## src/rtl/div_unit_pkg.sv

```systemverilog
// ---------------------------------------------------------------------------
// div_unit_pkg
// Shared types for the iterative integer divider.
//   div_op_t    : funct3[1:0] encoding of DIV / DIVU / REM / REMU
//   div_state_t : divider control states
// ---------------------------------------------------------------------------
package div_unit_pkg;

    typedef enum logic [1:0] {
        DIV_OP  = 2'b00,
        DIVU_OP = 2'b01,
        REM_OP  = 2'b10,
        REMU_OP = 2'b11
    } div_op_t;

    typedef enum logic [1:0] {
        IDLE = 2'd0,
        BUSY = 2'd1,
        DONE = 2'd2
    } div_state_t;

    // Bit 0 of the encoding marks the unsigned flavours.
    function automatic logic op_is_signed(div_op_t op);
        return (op == DIV_OP) || (op == REM_OP);
    endfunction

    // Bit 1 of the encoding selects the remainder as the result.
    function automatic logic op_is_rem(div_op_t op);
        return (op == REM_OP) || (op == REMU_OP);
    endfunction

endpackage

```

## src/rtl/div_unit_step.sv

```systemverilog
// ---------------------------------------------------------------------------
// div_step
// One combinational radix-2 restoring division step.
//   rem_in       : partial remainder, always < divisor
//   divisor      : unsigned divisor magnitude
//   dividend_bit : next dividend bit shifted into the remainder
//   rem_out      : partial remainder after the step
//   q_bit        : quotient bit produced by the step
// ---------------------------------------------------------------------------
module div_step #(
    parameter int XLEN = 32
) (
    input  logic [XLEN-1:0] rem_in,
    input  logic [XLEN-1:0] divisor,
    input  logic            dividend_bit,
    output logic [XLEN-1:0] rem_out,
    output logic            q_bit
);

    logic [XLEN:0] shifted;
    logic [XLEN:0] trial;

    assign shifted = {rem_in, dividend_bit};
    assign trial   = shifted - {1'b0, divisor};

    // XLEN+1 bits suffice: since rem_in < divisor, a set shifted MSB always
    // means the trial is non-negative, otherwise trial MSB is a true sign.
    assign q_bit   = shifted[XLEN] | ~trial[XLEN];
    assign rem_out = q_bit ? trial[XLEN-1:0] : shifted[XLEN-1:0];

endmodule

```

## src/rtl/div_unit.sv

```systemverilog
// ---------------------------------------------------------------------------
// div_unit
// Iterative integer divider (DIV/DIVU/REM/REMU) retiring BITS_PER_CYCLE
// quotient bits per clock, with divide-by-zero and signed-overflow shortcuts.
//   clk, reset      : clock, asynchronous active-high reset
//   flush_i         : kill any in-flight or pending operation
//   req_v_i/ready_o : request handshake (op_i, tag_i, rs1_data_i, rs2_data_i)
//   busy_o          : unit is not idle
//   resp_v_o/ready_i: response handshake (resp_tag_o, resp_data_o)
// ---------------------------------------------------------------------------
module div_unit
    import div_unit_pkg::*;
#(
    parameter int XLEN           = 32,
    parameter int BITS_PER_CYCLE = 1,
    parameter int TAG_W          = 5
) (
    input  logic             clk,
    input  logic             reset,
    input  logic             flush_i,
    input  logic             req_v_i,
    output logic             req_ready_o,
    input  logic [1:0]       op_i,
    input  logic [TAG_W-1:0] tag_i,
    input  logic [XLEN-1:0]  rs1_data_i,
    input  logic [XLEN-1:0]  rs2_data_i,
    output logic             busy_o,
    output logic             resp_v_o,
    input  logic             resp_ready_i,
    output logic [TAG_W-1:0] resp_tag_o,
    output logic [XLEN-1:0]  resp_data_o
);

    localparam int STEPS = XLEN / BITS_PER_CYCLE;
    localparam int CNT_W = $clog2(STEPS + 1);

    div_state_t       state, state_next;
    div_op_t          op;
    logic             rem_sel_q, q_neg_q, r_neg_q;
    logic [XLEN-1:0]  dividend_q, divisor_q, rem_q, data_q;
    logic [CNT_W-1:0] count_q;
    logic [TAG_W-1:0] tag_q;

    // Request decode
    logic            accept, signed_req, rs1_neg, rs2_neg;
    logic            div_zero, overflow, special;
    logic [XLEN-1:0] special_data;

    assign op          = div_op_t'(op_i);
    assign req_ready_o = (state == IDLE) && !flush_i;
    assign accept      = req_v_i && req_ready_o;
    assign signed_req  = op_is_signed(op);
    assign rs1_neg     = signed_req && rs1_data_i[XLEN-1];
    assign rs2_neg     = signed_req && rs2_data_i[XLEN-1];
    assign div_zero    = (rs2_data_i == '0);
    assign overflow    = signed_req && (rs1_data_i == {1'b1, {(XLEN-1){1'b0}}})
                         && (rs2_data_i == '1);
    assign special     = div_zero || overflow;

    always_comb begin
        if (op_is_rem(op)) special_data = div_zero ? rs1_data_i : '0;
        else               special_data = div_zero ? '1 : rs1_data_i;
    end

    // Chain of restoring steps; the dividend register doubles as the
    // quotient register, quotient bits entering as dividend bits leave.
    logic [BITS_PER_CYCLE:0][XLEN-1:0] rem_chain;
    logic [BITS_PER_CYCLE-1:0]         q_bits;
    logic [XLEN-1:0]                   quot_next, rem_next, q_final, r_final;

    assign rem_chain[0] = rem_q;

    for (genvar k = 0; k < BITS_PER_CYCLE; k++) begin : g_step
        div_step #(.XLEN(XLEN)) u_step (
            .rem_in       (rem_chain[k]),
            .divisor      (divisor_q),
            .dividend_bit (dividend_q[XLEN-1-k]),
            .rem_out      (rem_chain[k+1]),
            .q_bit        (q_bits[BITS_PER_CYCLE-1-k])
        );
    end

    assign quot_next = {dividend_q[XLEN-BITS_PER_CYCLE-1:0], q_bits};
    assign rem_next  = rem_chain[BITS_PER_CYCLE];
    assign q_final   = q_neg_q ? -quot_next : quot_next;
    assign r_final   = r_neg_q ? -rem_next  : rem_next;

    // Control FSM
    always_ff @(posedge clk or posedge reset) begin
        // NOTE: clocked state uses <= so every register samples pre-edge values.
        if (reset) state <= IDLE;
        else       state <= state_next;
    end

    always_comb begin
        // NOTE: default first so no path leaves state_next unassigned (no latch).
        state_next = state;
        unique case (state)
            IDLE:    if (accept) state_next = special ? DONE : BUSY;
            BUSY:    if (count_q == CNT_W'(1)) state_next = DONE;
            DONE:    if (resp_ready_i) state_next = IDLE;
            default: state_next = IDLE;
        endcase
        // Flush wins over arriving requests and response handshakes.
        if (flush_i) state_next = IDLE;
    end

    // Datapath
    always_ff @(posedge clk or posedge reset) begin
        if (reset) begin
            rem_sel_q  <= 1'b0;
            q_neg_q    <= 1'b0;
            r_neg_q    <= 1'b0;
            dividend_q <= '0;
            divisor_q  <= '0;
            rem_q      <= '0;
            data_q     <= '0;
            count_q    <= '0;
            tag_q      <= '0;
        end else if (flush_i) begin
            count_q <= '0;
        end else if (accept) begin
            rem_sel_q  <= op_is_rem(op);
            q_neg_q    <= rs1_neg ^ rs2_neg;
            r_neg_q    <= rs1_neg;
            tag_q      <= tag_i;
            dividend_q <= rs1_neg ? -rs1_data_i : rs1_data_i;
            divisor_q  <= rs2_neg ? -rs2_data_i : rs2_data_i;
            rem_q      <= '0;
            count_q    <= special ? '0 : CNT_W'(STEPS);
            if (special) data_q <= special_data;
        end else if (state == BUSY) begin
            dividend_q <= quot_next;
            rem_q      <= rem_next;
            count_q    <= count_q - CNT_W'(1);
            if (count_q == CNT_W'(1)) data_q <= rem_sel_q ? r_final : q_final;
        end
    end

    assign busy_o      = (state != IDLE);
    assign resp_v_o    = (state == DONE);
    assign resp_tag_o  = tag_q;
    assign resp_data_o = data_q;

endmodule

```

## config.mk

```make
export PLATFORM = sky130hd
export DESIGN_NAME = div_unit
export DESIGN_NICKNAME = d
export VERILOG_FILES = /design/src/rtl/div_unit_pkg.sv /design/src/rtl/div_unit_step.sv /design/src/rtl/div_unit.sv
export SDC_FILE = /design/constraint.sdc
export NUM_CORES = 1
export LEC_CHECK = 0
export BUFFER_PORTS_ARGS = -buffer_cell sky130_fd_sc_hd__buf_4
export CORE_ASPECT_RATIO = 1.75
export CORE_MARGIN = 3
export CORE_UTILIZATION = 55
export CTS_BUF_LIST = sky130_fd_sc_hd__clkbuf_4 sky130_fd_sc_hd__clkbuf_8
export DETAILED_ROUTE_END_ITERATION = 6
export PLACE_DENSITY_LB_ADDON = 0.15
export SLEW_MARGIN = 25
export SYNTH_ARGS = -nofsm -noshare
export SYNTH_HDL_FRONTEND = slang
export SYNTH_SLANG_ARGS = --single-unit
```

## constraint.sdc

```tcl
create_clock -name clk -period 13.1 [get_ports clk]
set_input_delay 1.965 -clock clk [delete_from_list [all_inputs] [get_ports clk]]
set_output_delay 1.965 -clock clk [all_outputs]
set_load 0.01 [all_outputs]
```

==> results.py, run 1 <==
metrics = {
    "status": {
        "outcome": "finished, final reports clean",
    },
    "clocking": {
        "cts_tree": "done",
        "clkTransAtPathRegs_ns": 0.08,
        "ctsResizeCount": 0,
        "ctsHoldBuffers": 0,
        "clkLatencyLatePin_ns": 0.47,
        "cts_made_buffers": 17,
        "cts.htree.levels": 4,
        "clockBufferDepth": 2,
        "cts_setup_buffers": 0,
        "root_buffer": "clkbuf_8",
        "clkSinkCount": 144,
    },
    "layout": {
        "n_fill_cell": 2054,
        "layout_commonest_cell": "nand2_1",
        "multiInputGateArea_um2": 8112,
        "fin_area_um2": 13650,
        "register_area_um2": 3603,
        "drive_above_1_share": 0.1093,
        "area_growth_pct": 10.75,
        "antenna_cells": 0,
        "layout_common_cells": "nand2_1, o21ai_0, nor2_1, a21oi_1, dfrtp_1",
        "layout.nets": 1824,
    },
    "yosys": {
        "synth_edf_count": 0,
        "synth_area_per_cell_um2": 7.409,
        "seq_area_frac_synth": 0.2925,
        "ys.flop_type": "dfrtp_1",
        "ys_seq_elements": 144,
        "ys_types": 74,
        "syn_nets": 1779,
        "yosysWarnings": 0,
        "syn_inst": 1663,
        "synthArstFlopShare": 1.000,
        "syn_area_um2": 12320,
    },
    "sta": {
        "maxSlewHeadroom": 0.3252,
        "timing.final.crit_share": 0.4257,
        "hold_violations": 0,
        "rsz0062_at_grt": "false",
        "finalClockSkew_ns": 0.01325,
        "worstMarginPinSlew_ns": 1.010,
        "finalSetupTns_ns": 0,
        "setup_viol": 0,
        "whs_ns": 0.4845,
        "fin_crit_ns": 5.576,
        "drv_slew": 0,
        "fmax_mhz": 179.3,
    },
    "placed_design": {
        "dp_hpwl_mm": 29.28,
        "gp_congestion": 0.9739,
        "port_buffers": 115,
        "dpl_cell_area_um2": 13250,
    },
    "power": {
        "clockPowerShare": 0.139,
        "swShare": 0.4828,
        "p_switching_mw": 1.268,
        "ir_worst_vdd_mv": 0.1220,
        "power_frac_comb": 0.573,
        "power_density_nw_per_um2": 192.5,
        "internal-power_mw": 1.359,
        "leakagePower_nw": 5.739,
        "p_seq_frac": 0.288,
    },
    "detailed_routing": {
        "vias": 12290,
        "drt-pass1-iter-count": 5,
        "vias_per_cell": 6.109,
        "drc": 0,
        "drt_iter0_markers": 850,
        "avgRoutedWirePerCell_um": 18.95,
        "ant_nets": 0,
        "wl_mm": 38.12,
    },
    "min_path": {
        "whs_endpoint": "resp_tag_o[1]$_DFFE_PP0P_",
        "hp-class": "reg2reg",
        "whs_path_depth": 2,
        "worstHoldStart": "resp_tag_o[1]$_DFFE_PP0P_",
    },
    "worst_setup_path": {
        "reg2reg_to": "resp_data_o[30]$_DFFE_PP0P_",
        "critPathKind": "reg2reg",
        "reg2reg_slack_ns": 7.52,
        "r2r-start": "divisor_q[0]$_DFFE_PP0P_",
        "worstRegToRegCells": 19,
        "cp-start-kind": "register",
        "cp_max_fo": 48,
        "cp_data_arrival_time_ns": 5.93,
        "end_kind": "register",
        "crit_required_ns": 13.46,
    },
    "die": {
        "initial_core_util": 0.5661,
        "ios": 116,
        "core.rowCount": 71,
        "fp.coreArea_um2": 21760,
        "die_x_um": 119.1,
        "die_area_um2": 24300,
        "die_h_um": 204.0,
    },
    "global_route": {
        "grt_max_degree": 100,
        "grt_pass1_wl_mm": 61.12,
        "grt-ovfl-total": 0,
        "grtUsageTotal": 0.3141,
        "grt_pass1_vias": 11810,
        "antenna_found_initial": 0,
    },
    "flow_run": {
        "max_cap_viol_count": 0,
    },
}
through the flow:
stage          worst slack (ns)    util  power (mW)  cells
2_1_floorplan             7.269       -       1.776   1663
3_3_place_gp              7.236  0.6088       2.227   1981
3_5_place_dp              7.189  0.6088       2.247   1981
4_1_cts                   7.614  0.6268       2.620   2012
5_1_grt                   7.193  0.6270       2.829   2012
6_report                  7.524  0.6270       2.627   2012
cells by family (layout without fill, tap and decap cells):
| kind of cell | Yosys count | after routing | share of synthesized area |
|---|---|---|---|
| and+or+nand+nor | 624 | 624 | 0.2328 |
| DFF | 144 | 144 | 0.2925 |
| muxes | 33 | 33 | 0.02701 |
| AOI/OAI and AO/OA | 529 | 529 | 0.2604 |
| xor gates and xnor gates | 133 | 133 | 0.09455 |
| adders and majority gates | 40 | 40 | 0.04123 |
| buffers and inverters | 160 | 217 | 0.05159 |
flip-flops by register name (all words and copies together), names as in the netlist:
name / count
rem_q: 32
resp_data_o: 32
r_neg_q: 1
state: 2
resp_tag_o: 5
dividend_q: 32
divisor_q: 32
count_q: 6
q_neg_q: 1
rem_sel_q: 1
metal layers:
| metal | global-route usage | routed length [um] | vias up | part of all wire |
|---|---|---|---|---|
| met3 | 0.03268 | 1631 | 103 | 0.043 |
| li1 | - | - | 5995 | - |
| met1 | 0.3672 | 14750 | 5805 | 0.39 |
| met5 | 0 | 0 | - | 0 |
| met4 | 0.2002 | 2580 | 0 | 0.068 |
| met2 | 0.5454 | 19160 | 389 | 0.50 |
worst max path at each step:
stage | to | slack, ns | start
after floorplan | count_q[0]$_DFFE_PP0P_ | 7.27 | reset
after global placement | resp_data_o[30]$_DFFE_PP0P_ | 7.24 | rs2_data_i[8]
after detailed placement | resp_data_o[30]$_DFFE_PP0P_ | 7.19 | rs2_data_i[8]
after CTS | resp_data_o[30]$_DFFE_PP0P_ | 7.61 | divisor_q[0]$_DFFE_PP0P_
after global routing | resp_data_o[30]$_DFFE_PP0P_ | 7.19 | dividend_q[31]$_DFFE_PP0P_
final | resp_data_o[30]$_DFFE_PP0P_ | 7.52 | divisor_q[0]$_DFFE_PP0P_
critical path: stages (launching register included):
cell and delay (ns):
dfrtp_1 0.46, ha_1 0.26, fa_1 0.41, nand2b_1 0.18, a211o_1 0.32, a31o_4 0.27, o21ai_4 0.16, a21o_4 0.53
nand2_1 0.10, o21ai_0 0.17, ha_1 0.32, o2111ai_1 0.15, nor4_1 0.39, and4_1 0.26, a31oi_1 0.05, buf_4 0.21
nor4_2 0.48, nand2_1 0.17, and3_1 0.22, or3_1 0.33
power groups by stage:
stage               clock (mW)  combinational [mW]  sequential, mW
global route             0.385                1.67           0.778
finish                   0.366                1.50           0.756
detailed placement           0                1.49           0.760
floorplan                    0                1.05           0.729
CTS                      0.370                1.50           0.754
global placement             0                1.47           0.759
final cells by class:
cell class	instances	area share
multi-input combinational	1359	0.5944
clock buffer	22	0.02081
sequential	144	0.2641
tap	292	0.02677
timing repair buffer	125	0.06877
clock inverter	9	0.007977
inverter	61	0.01715
cells in the mapped netlist, drive strengths merged (14+ instances only):
master	count	area (um^2)
nand4	20	125.1
xnor2	70	613.1
a31oi	23	143.9
dfrtp	144	3603
inv	61	229.0
o31ai	31	232.7
mux2i	31	310.3
xor2	63	551.8
buf	30	147.7
ha	39	488.0
a211oi	22	170.2
nand3	27	135.1
a21oi	151	759.5
nor3	45	225.2
nand2	235	889.6
or3	28	180.2
o21ai	193	988.5
nand2b	19	118.9
nor2	175	656.9
o211ai	30	225.2
nor4	21	152.6
clkbuf	69	259.0
nor2b	14	87.58
(Power assumes the default switching activity.)
==> inputs of run 2 (changes only) <==
Clock period 13.1 ns to 4.8 ns, I/O delays scaled along.
==> run 2 against run 1 <==
Critical path depth is 3 lower. Maximum frequency increased by 22%. Cell count grew 1.5%.
==> results.py, run 2 (synthesized netlist as in run 1, its figures left out) <==
metrics = {
    "worst_setup_path": {
        "reg2reg_slack_ns": 0.24,
        "cp_data_arrival_time_ns": 4.93,
        "end_kind": "register",
        "crit_required_ns": 5.17,
        "cp-start-kind": "register",
        "critPathKind": "reg2reg",
        "cp_max_fo": 12,
    },
    "global_route": {
        "grt-busiest-layer": "met2",
        "grt-ovfl-total": 0,
        "use_met2": 0.5725,
        "grtUsageTotal": 0.3302,
        "grt_use_met1": 0.3904,
        "grt_pass1_wl_mm": 64.07,
        "gr-usage-met3": 0.04182,
        "grt_pass1_vias": 12160,
        "antenna_found_initial": 0,
        "grt_max_degree": 96,
    },
    "sta": {
        "drv_slew": 0,
        "setup_ws_ns": 0.2390,
        "worstMarginPinSlew_ns": 1.101,
        "fmax_mhz": 219.2,
        "maxSlewHeadroom": 0.2661,
        "fin_crit_ns": 4.561,
        "rsz0062_at_grt": "false",
        "finalClockSkew_ns": 0.01522,
        "hold_violations": 0,
        "finalSetupTns_ns": 0,
        "timing.final.crit_share": 0.9502,
        "setup_viol": 0,
    },
    "die": {
        "die_area_um2": 24300,
        "core.rowCount": 71,
        "fp.coreArea_um2": 21760,
        "die_x_um": 119.1,
        "die_h_um": 204.0,
        "ios": 116,
        "initial_core_util": 0.5661,
    },
    "layout": {
        "n_fill_cell": 2000,
        "multiInputGateArea_um2": 8157,
        "area_growth_pct": 13.54,
        "layout.nets": 1855,
        "drive_above_1_share": 0.1296,
        "post-route-util": 0.6427,
        "antenna_cells": 0,
        "layout_commonest_cell": "nand2_1",
        "register_area_um2": 3603,
        "layout_common_cells": "nand2_1, o21ai_0, nor2_1, buf_4, a21oi_1",
    },
    "clocking": {
        "root_buffer": "clkbuf_8",
        "cts.htree.levels": 4,
        "clkSinkCount": 144,
        "cts_tree": "done",
        "clockBufferDepth": 2,
        "clkLatencyLatePin_ns": 0.49,
        "cts_made_buffers": 17,
        "clkTransAtPathRegs_ns": 0.09,
    },
    "detailed_routing": {
        "drc": 0,
        "drt_iter0_markers": 835,
        "vias": 12630,
        "avgRoutedWirePerCell_um": 19.49,
        "ant_nets": 0,
        "wl_mm": 39.81,
        "vias_per_cell": 6.180,
        "drt-pass1-iter-count": 5,
    },
    "flow_run": {
        "max_cap_viol_count": 0,
    },
    "status": {
        "outcome": "finished, final reports clean",
    },
    "placed_design": {
        "gp_congestion": 0.9578,
        "dp_hpwl_mm": 30.15,
        "post-place-ws_ns": 0.1153,
        "port_buffers": 115,
    },
    "min_path": {
        "hp-class": "in2async",
    },
    "power": {
        "power_density_nw_per_um2": 533.5,
        "leakagePower_nw": 5.918,
        "ir_worst_vdd_mv": 0.2759,
        "finalPower_mw": 7.463,
    },
}
## run 2: through the flow
step	std cells	instance area, um^2	hold slack, ns
after global routing	2043	13990	0.3859
after CTS	2037	13890	0.3631
after global placement	2006	13450	0.4596
final	2043	13990	0.3375
after detailed placement	2006	13450	0.4631
after floorplan	1663	12330	0.4498
## run 2: report_power, final
group	switching, mW	internal (mW)
sequential	0.455	1.62
combinational	2.56	1.71
clock	0.523	0.595
## run 2: worst paths after layout
kind,from,endpoint,depth (start not counted)
max,dividend_q[31]$_DFFE_PP0P_,resp_data_o[30]$_DFFE_PP0P_,16
max reg2reg,dividend_q[31]$_DFFE_PP0P_,resp_data_o[30]$_DFFE_PP0P_,16
min in group clk,tag_i[0],resp_tag_o[0]$_DFFE_PP0P_,3
min,reset,count_q[2]$_DFFE_PP0P_,2
min reg2reg,resp_tag_o[2]$_DFFE_PP0P_,resp_tag_o[2]$_DFFE_PP0P_,2
max in group asynchronous,reset,dividend_q[3]$_DFFE_PP0P_,3
## run 2: critical path, cell delays in order (launching register included)
cell,delay [ns]
dfrtp_1,0.43
inv_1,0.09
ha_1,0.21
fa_1,0.39
nand2b_1,0.18
a211o_1,0.33
a31o_4,0.28
o21ai_4,0.16
a21o_4,0.20
inv_2,0.07
buf_4,0.18
or3_4,0.41
o32a_4,0.44
nor4_2,0.40
nand2_1,0.14
and3_1,0.20
or3_1,0.33
## run 2: layout make-up
type	instances	area share
multi-input combinational	1359	0.5831
clock buffer	19	0.01869
inverter	61	0.01673
timing repair buffer	156	0.08488
sequential	144	0.2576
tap	292	0.02612
clock inverter	12	0.01288
## run 2: routing by layer
| metal | share of wire | wire (um) |
|---|---|---|
| met3 | 0.050 | 1982 |
| met2 | 0.50 | 19890 |
| met5 | 0 | 0 |
| met1 | 0.39 | 15430 |
| met4 | 0.063 | 2504 |
## run 2: repair_timing
item / 4_1_cts / 5_1_grt
hold buffers: 0 / 0
setup endpoints to repair: 0 / 9
resized for setup: 0 / 11
buffers inserted: 0 / 6
==> inputs of run 3 (changes only) <==
--- a/config.mk
+++ b/config.mk
@@ -14,2 +14,3 @@
 export PLACE_DENSITY_LB_ADDON = 0.15
+export REMOVE_ABC_BUFFERS = 1
 export SLEW_MARGIN = 25
--- a/constraint.sdc
+++ b/constraint.sdc
@@ -3,2 +3,2 @@
 set_output_delay 0.72 -clock clk [all_outputs]
-set_load 0.01 [all_outputs]
+set_load 0.02 [all_outputs]
==> run 3 against run 2 <==
Setup slack worse by 0.023 ns. Cell count barely moved. Non-clock buffer count fell by 2. Global-route usage shrank 2.0 points. Sequential cell count did not move. Core utilization hardly changed. Critical endpoint unchanged. Die area unchanged. Cell area about the same. Largest cell class unchanged.
==> results.py, run 3 (synthesized netlist as in run 1, its figures left out) <==
metrics = {
    "die": {
        "core.rowCount": 71,
        "die_h_um": 204.0,
        "die_x_um": 119.1,
        "fp.coreArea_um2": 21760,
        "die_area_um2": 24300,
        "ios": 116,
        "initial_core_util": 0.5661,
    },
    "clocking": {
        "cts_made_buffers": 17,
        "root_buffer": "clkbuf_8",
        "clockBufferDepth": 2,
        "clkLatencyLatePin_ns": 0.49,
        "cts.htree.levels": 4,
        "clkSinkCount": 144,
        "clkTransAtPathRegs_ns": 0.08,
        "cts_tree": "done",
    },
    "detailed_routing": {
        "wl_mm": 37.66,
        "met3_length_mm": 1.800,
        "ant_nets": 0,
        "drt-pass1-iter-count": 6,
        "vias": 12410,
        "avgRoutedWirePerCell_um": 18.44,
        "drc": 0,
        "drt_iter0_markers": 684,
        "top_layer": "met4",
        "vias_per_cell": 6.079,
        "wirelength_met1_mm": 14.80,
        "routed-wl-met2_mm": 19.35,
    },
    "sta": {
        "setup_viol": 0,
        "hold_violations": 0,
        "fin_crit_ns": 4.584,
        "fmax_mhz": 218.2,
        "drv_slew": 0,
        "maxSlewHeadroom": 0.3954,
        "finalSetupTns_ns": 0,
        "worstMarginPinSlew_ns": 0.9069,
        "timing.final.crit_share": 0.9549,
        "finalClockSkew_ns": 0.01671,
        "whs_ns": 0.4182,
    },
    "layout": {
        "layout_commonest_cell": "nand2_1",
        "area_growth_pct": 13.56,
        "antenna_cells": 0,
        "layout.nets": 1853,
        "n_fill_cell": 2006,
        "register_area_um2": 3603,
        "multiInputGateArea_um2": 8120,
        "fin_area_um2": 13990,
        "layout_common_cells": "nand2_1, o21ai_0, nor2_1, buf_4, a21oi_1",
        "drive_above_1_share": 0.1257,
    },
    "placed_design": {
        "gp_congestion": 0.9112,
        "dp_hpwl_mm": 28.63,
        "dpl_cell_area_um2": 13460,
        "port_buffers": 115,
    },
    "worst_setup_path": {
        "path_delay_family": "simple AND/OR/NAND/NOR gates",
        "reg2reg_slack_ns": 0.22,
        "end_kind": "register",
        "cp_num_cells": 20,
        "r2r-start": "dividend_q[31]$_DFFE_PP0P_",
        "worstRegToRegCells": 20,
        "timing.critical_path.to": "resp_data_o[30]$_DFFE_PP0P_",
        "startpoint": "dividend_q[31]$_DFFE_PP0P_",
        "cp.buffers_inverters": 2,
        "reg2reg_to": "resp_data_o[30]$_DFFE_PP0P_",
        "critPathKind": "reg2reg",
        "cp_max_fo": 9,
        "crit_required_ns": 5.17,
        "cp_slowest_cell": "dfrtp_1",
        "crit_chain": "inv_1, ha_1, fa_1, nand2b_1, a211o_1, a31o_4, o21ai_4, a21o_4, nand2_1, o21ai_0, ha_2, o2111ai_1, nor4_2, and4_1, a31oi_1, nor4_2, buf_4, nand2_1, and3_1, or3_1",
        "cp_data_arrival_time_ns": 4.96,
        "cp-start-kind": "register",
        "slowest_delay_ns": 0.40,
    },
    "power": {
        "clockPowerShare": 0.162,
        "power_frac_comb": 0.565,
        "swShare": 0.4679,
        "power_density_nw_per_um2": 538.0,
        "internal-power_mw": 4.005,
        "p_switching_mw": 3.522,
        "leakagePower_nw": 5.929,
        "ir_worst_vdd_mv": 0.2872,
        "p_seq_frac": 0.272,
    },
    "global_route": {
        "grt_pass1_vias": 12250,
        "grtUsageTotal": 0.3106,
        "grt-ovfl-total": 0,
        "grt_pass1_wl_mm": 61.44,
        "antenna_found_initial": 0,
        "grt_max_degree": 97,
    },
    "flow_run": {
        "max_cap_viol_count": 0,
    },
    "min_path": {
        "hp-class": "in2async",
    },
    "status": {
        "outcome": "finished, final reports clean",
    },
}
## run 3: through the flow
stage | util | setup slack (ns) | power, mW | cells
final | 0.6428 | 0.2164 | 7.527 | 2042
after global routing | 0.6428 | -0.01313 | 8.099 | 2042
after CTS | 0.6414 | 0.1460 | 7.488 | 2039
after detailed placement | 0.6186 | 0.1614 | 6.246 | 2007
after global placement | 0.6180 | 0.2118 | 6.175 | 2006
after floorplan | - | -1.304 | 4.904 | 1564
## run 3: power groups by stage
stage,combinational [mW],sequential [mW],clock [mW]
3_5_place_dp,4.18,2.06,0
4_1_cts,4.21,2.04,1.23
2_1_floorplan,2.75,2.15,0
5_1_grt,4.72,2.10,1.28
3_3_place_gp,4.13,2.05,0
6_report,4.25,2.05,1.22
## run 3: routing by layer
layer / vias up / track usage
met4: 0 / 0.1479
met1: 5835 / 0.3633
met5: - / 0
li1: 6059 / -
met2: 413 / 0.5592
met3: 106 / 0.03794
## run 3: worst min-delay path by stage
stage	to	slack, ns	depth (start not counted)
5_1_grt	resp_tag_o[4]$_DFFE_PP0P_	0.42	3
2_1_floorplan	divisor_q[10]$_DFFE_PP0P_	0.45	2
6_report	resp_tag_o[0]$_DFFE_PP0P_	0.42	2
3_5_place_dp	resp_tag_o[2]$_DFFE_PP0P_	0.47	2
3_3_place_gp	resp_tag_o[3]$_DFFE_PP0P_	0.46	2
4_1_cts	resp_tag_o[2]$_DFFE_PP0P_	0.41	3
## run 3: repair_timing
action,in CTS,in global routing
gates resized for setup,0,3
setup endpoints to repair,0,7
buffers inserted,0,3
hold buffers,0,0
## run 3: area by class of cell
type                       count  area share
clock buffer                  22     0.02075
clock inverter                10     0.01467
inverter                      61     0.01672
multi-input combinational   1359      0.5804
sequential                   144      0.2576
tap                          292     0.02611
timing repair buffer         154     0.08380
